`config.mk`:
```
export PLATFORM = sky130hd
export DESIGN_NAME = rtttl_tone_arbiter
export DESIGN_NICKNAME = d
export VERILOG_FILES = /design/src/rtl/rtttl_tone_arbiter.sv
export SDC_FILE = /design/constraint.sdc
export NUM_CORES = 1
export LEC_CHECK = 0
export ABC_AREA = 0
export CORE_MARGIN = 4
export CORE_UTILIZATION = 50
export DETAILED_ROUTE_END_ITERATION = 10
export GPL_ROUTABILITY_DRIVEN = 0
export PLACE_DENSITY_LB_ADDON = 0.2
export SLEW_MARGIN = 0
export SYNTH_ARGS = -nofsm -noshare
export SYNTH_HDL_FRONTEND = slang
export SYNTH_SLANG_ARGS = --single-unit
```
`constraint.sdc`:
```
create_clock -name clk_i -period 4.7 [get_ports clk_i]
set_clock_uncertainty 0.05 [all_clocks]
set_input_delay 0.94 -clock clk_i [delete_from_list [all_inputs] [get_ports clk_i]]
set_output_delay 0.94 -clock clk_i [all_outputs]
set_load 0.005 [all_outputs]
```
`src/rtl/rtttl_tone_arbiter.sv`:
```
// Shares one tone generator between the RTTTL music sequencer and a one-shot alert requester.
// Alerts preempt music, and every change of owner is padded with a silent guard interval.
module rtttl_tone_arbiter #(
   parameter int TICK_DIV    = 10000,
   parameter int GUARD_TICKS = 2,
   parameter int LEN_W       = 8
) (
   input  logic             clk_i,
   input  logic             rstn_i,
   input  logic [3:0]       music_octave_i,
   input  logic [15:0]      music_note_i,
   input  logic             alert_req_i,
   input  logic [3:0]       alert_octave_i,
   input  logic [15:0]      alert_note_i,
   input  logic [LEN_W-1:0] alert_len_i,
   output logic             alert_ack_o,
   output logic             alert_done_o,
   output logic [3:0]       out_octave_o,
   output logic [15:0]      out_note_o,
   output logic             owner_o
);

   // state   | meaning
   // S_MUSIC | sequencer output forwarded to the tone generator
   // S_G2A   | silent guard before the alert tone (owner = alert)
   // S_ALERT | latched alert tone played for max(len,1) ticks
   // S_G2M   | silent guard before music resumes; a new alert may preempt it

   localparam int PW = (TICK_DIV > 1) ? $clog2(TICK_DIV) : 1;
   localparam int CW = (LEN_W > 8) ? LEN_W : 8;

   typedef enum logic [1:0] {S_MUSIC, S_G2A, S_ALERT, S_G2M} state_t;

   state_t           state_q, state_d;
   logic [PW-1:0]    presc_q, presc_d;
   logic [CW-1:0]    cnt_q, cnt_d;
   logic [3:0]       aoct_q, aoct_d;
   logic [15:0]      anote_q, anote_d;
   logic [LEN_W-1:0] alen_q, alen_d;
   logic [3:0]       oct_q, oct_d;
   logic [15:0]      note_q, note_d;
   logic             own_q, own_d;
   logic             ack_q, ack_d;
   logic             done_q, done_d;
   logic             tick, last_tick, accept;

   assign tick      = (presc_q == PW'(TICK_DIV - 1));
   assign last_tick = tick && (cnt_q <= CW'(1));
   assign accept    = alert_req_i && ((state_q == S_MUSIC) || (state_q == S_G2M));

   always_ff @(posedge clk_i or negedge rstn_i) begin
      if (!rstn_i) begin
         state_q <= S_MUSIC;
         presc_q <= '0;
         cnt_q   <= '0;
         aoct_q  <= '0;
         anote_q <= '0;
         alen_q  <= '0;
         oct_q   <= '0;
         note_q  <= '0;
         own_q   <= 1'b0;
         ack_q   <= 1'b0;
         done_q  <= 1'b0;
      end else begin
         state_q <= state_d;
         presc_q <= presc_d;
         cnt_q   <= cnt_d;
         aoct_q  <= aoct_d;
         anote_q <= anote_d;
         alen_q  <= alen_d;
         oct_q   <= oct_d;
         note_q  <= note_d;
         own_q   <= own_d;
         ack_q   <= ack_d;
         done_q  <= done_d;
      end
   end

   always_comb begin
      state_d = state_q;
      case (state_q)
         S_MUSIC: if (accept) state_d = S_G2A;
         S_G2A:   if (last_tick) state_d = S_ALERT;
         S_ALERT: if (last_tick) state_d = S_G2M;
         S_G2M: begin
            if (accept)         state_d = S_G2A;
            else if (last_tick) state_d = S_MUSIC;
         end
         default: state_d = S_MUSIC;
      endcase
   end

   // Timebase restarts on every state entry so each state lasts an exact cycle count.
   always_comb begin
      presc_d = presc_q;
      cnt_d   = cnt_q;
      if (state_d != state_q) begin
         presc_d = '0;
         case (state_d)
            S_G2A, S_G2M: cnt_d = CW'(GUARD_TICKS);
            S_ALERT:      cnt_d = (alen_q == '0) ? CW'(1) : CW'(alen_q);
            default:      cnt_d = '0;
         endcase
      end else if (tick) begin
         presc_d = '0;
         cnt_d   = (cnt_q != '0) ? cnt_q - CW'(1) : '0;
      end else begin
         presc_d = presc_q + PW'(1);
      end
   end

   always_comb begin
      aoct_d  = accept ? alert_octave_i : aoct_q;
      anote_d = accept ? alert_note_i   : anote_q;
      alen_d  = accept ? alert_len_i    : alen_q;
      oct_d   = oct_q;
      note_d  = '0;
      own_d   = 1'b0;
      case (state_d)
         S_MUSIC: begin
            oct_d  = music_octave_i;
            note_d = music_note_i;
         end
         S_G2A:   own_d = 1'b1;
         S_ALERT: begin
            oct_d  = aoct_q;
            note_d = anote_q;
            own_d  = 1'b1;
         end
         default: ;
      endcase
      ack_d  = accept;
      done_d = (state_q == S_ALERT) && (state_d == S_G2M);
   end

   assign alert_ack_o  = ack_q;
   assign alert_done_o = done_q;
   assign out_octave_o = oct_q;
   assign out_note_o   = note_q;
   assign owner_o      = own_q;

endmodule

```
==> summary.md <==
| Metric | Value |
|---|---|
| Asr flop ratio synth | `between 90% and 100%` |
| CP max stage cell | `or4b_4` |
| Setup TNS | `0 ns` |
| Vias in the first global route | `2983` |
| Critical Path RT | `a little under 5 ns` |
| WHS | `0.405 ns` |
| Die Height | `between 90 and 100 um` |
| Post-synthesis cell type count | `52` |
| CTS tree | `done` |
| Wirelength per Cell | `between 15 and 20 um` |
| Inserted Diodes | `0` |
| Most common cell after layout, fill and taps aside | `nand2_1` |
| Worst Setup Start Kind | `register` |
| Largest net degree at the start of global routing | `76` |
| Most frequent cells in the layout | `nand2_1, dfrtp_1, clkdlybuf4s50_1` |
| Core Area | `about 0.0070 mm^2` |
| Num ports | `between 70 and 80` |
| CTS Buf Count | `9` |
| CTS Hold Bufs | `0` |
| Fin. max-slew vios | `0` |
| Final Cycle Share | `roughly 77%` |
| Worst slew pin tran | `between 0.9 and 1 ns` |
| GR Overflow Total | `0` |
| Worst-path clk slew | `roughly 0.08 ns` |
| Kind of critical path | `reg -> reg` |
| Starting density of the core | `52.6%` |
| DRT iter0 DRCs | `168` |
| DRC violations left | `0` |
| Crit path capture type | `register` |
| Syn avg cell area | `9.39 um^2` |
| PwrDens | `roughly 650 mW/mm^2` |
| Tmin final | `~3.6 ns` |
| Initial antenna violation count | `0` |
| Die width | `around 94 um` |
| Leak pwr | `roughly 2.1 nW` |
| Sink Count | `75` |
| Global-route wire length before repair | `about 14000 um` |
| # nets final | `519` |
| EDFF count, synth | `0` |
| Hpwl dp | `slightly below 6000 um` |
| Top_reg_cell synth | `dfrtp_1` |
| Clock latency on the worst-skew pair | `~0.35 ns` |
| DRT Wirelength | `about 8400 um` |
| Cells on worst reg2reg path | `10` |
| CTS root buffer | `clkbuf_8` |
| Fmax achieved | `275 MHz` |
| # Max-Cap Violations | `0` |
| Pre-antenna DRT Iters | `4` |
| VDD IR max | `between 0.3 and 0.4 mV` |
| Post-Synthesis Cells | `391` |
| Crit path cell chain | `or4b_4 > nor4_4 > and2_2 > o22ai_4 > a21oi_4 > inv_1 > ha_1 > nor2b_1 > o211ai_1 > o21ai_1` |
| Synthesized cell area | `around 0.0037 mm^2` |
| Final Hold Viols | `0` |
| CP max stage delay | `around 0.57 ns` |
| RSZ-0062 raised after global routing | `false` |
| Net Count, Synth | `between 400 and 500` |
| Hold depth | `1` |
| IO Port Bufs | `73` |
| Utilization after layout | `66.2%` |
| Synth warn | `0` |
| H-Tree Depth | `3` |
| Die area | `about 0.0088 mm^2` |
| Vias/cell | `5.23` |
| Flops & latches, synth | `75` |
| Cells after DPL | `about 540` |
| CTS Buffer Depth | `2` |
| Row cnt | `30` |
| Area grow syn2layout | `25.9%` |
| Final cell count without fillers | `about 560` |
| Hold Path Class | `reg -> reg` |
| Crit path arrival time | `~3.9 ns` |
| Remaining antenna violation count | `0` |
| Layout cells sized above 1 | `slightly below 8%` |
| DR vias | `2921` |
| Status | `completed` |
| Final setup vio count | `0` |
| # resized after CTS | `0` |
| Worst relative slew slack | `37.8%` |
| Sequential fraction of the synthesis area | `about half` |
| CP max FO | `19` |
| Post-CTS setup buffer count | `0` |
| GRT Util Overall | `about 20%` |
## report_power, final
part	switching (W)	internal (W)	total (W)
Clock	0.000234	0.000244	0.000478
Combinational	0.000906	0.000622	0.00153
Sequential	0.000145	0.000875	0.00102
Total	0.00128	0.00174	0.00303
## path summary, 6_finish.rpt
check	startpoint	slack [ns]	endpoint
max	presc_q[7]	1.07	cnt_q[0]
min	presc_q[0]	0.41	presc_q[0]
max reg2reg	presc_q[7]	1.07	cnt_q[0]
min reg2reg	presc_q[0]	0.41	presc_q[0]
max in group asynchronous	rstn_i	3.31	out_note_o[1]
min in group asynchronous	rstn_i	0.69	presc_q[4]
## synthesized netlist by cell type, types with 2 or more instances
master,count,area share (%)
nand3_1,11,1.5
ha_1,11,3.7
buf_6,3,0.92
clkbuf_1,16,1.6
and2_1,5,0.85
nand2_1,97,9.9
nor3_1,13,1.8
or3_1,4,0.68
nand4_1,2,0.34
dfrtp_1,75,51
o21ai_0,11,1.5
inv_1,7,0.72
a22oi_1,17,3.5
nand2b_1,3,0.51
a21oi_1,9,1.2
xor2_1,9,2.1
nor2_1,44,4.5
nor4_1,3,0.51
o22ai_1,2,0.34
o21ai_1,2,0.27
xnor2_1,3,0.72
a311oi_1,2,0.48
mux2i_1,9,2.5
and4b_2,4,1.2
and3_1,2,0.34
## area by class of cell
| type | count | area, um^2 |
|---|---|---|
| Clock buffer | 11 | 131 |
| Tap cell | 96 | 120 |
| Inverter | 8 | 30.0 |
| Multi-Input combinational cell | 287 | 1660 |
| Clock inverter | 5 | 53.8 |
| Fill cell | 565 | 2360 |
| Timing Repair Buffer | 76 | 751 |
| Sequential cell | 75 | 1880 |
## through the flow
step | cell area [um^2] | power (W) | worst slack (ns)
CTS | 4620 | 0.00304 | 1.04
detailed placement | 4440 | 0.00256 | 0.734
global placement | 4440 | 0.00252 | 0.836
floorplan | 3670 | 0.00215 | 1.41
global route | 4620 | 0.00329 | 0.662
finish | 4620 | 0.00303 | 1.07
## kinds of logic after synthesis
| logic type | count (synthesis) | share of synthesized area (%) |
|---|---|---|
| xor gates and xnor gates | 12 | 2.86 |
| and+or+nand+nor | 202 | 25.7 |
| buffers and inverters | 29 | 3.68 |
| DFF | 75 | 51.1 |
| adders and majority gates | 11 | 3.75 |
| muxes | 9 | 2.45 |
| AOI/OAI and AO/OA | 53 | 10.5 |
## per-layer routing
| metal | wire (um) | global-route usage (%) | vias up |
|---|---|---|---|
| met5 | 0 | 0 | - |
| met4 | 163 | 6.98 | 0 |
| met1 | 3790 | 27.3 | 1358 |
| met3 | 542 | 6.65 | 17 |
| met2 | 3940 | 31.7 | 89 |
| li1 | - | - | 1457 |
## critical path: cells and delay by family, from the launching register on
family                     cells  cell delay (ns)
and+or+nand+nor                4             1.63
AOI/OAI and AO/OA              4             0.86
adders and majority gates      1             0.45
DFF                            1             0.43
buffers and inverters          1             0.13
## sequential cells by signal, summed over array words and instances, names as in the netlist
register and cells:
anote_q 16, alert_done_o 1, alert_ack_o 1, presc_q 14, owner_o 1, out_octave_o 4, alen_q 8, aoct_q 4
out_note_o 16, state_q 2, cnt_q 8
No activity file was read; power rests on OpenSTA's default activity.
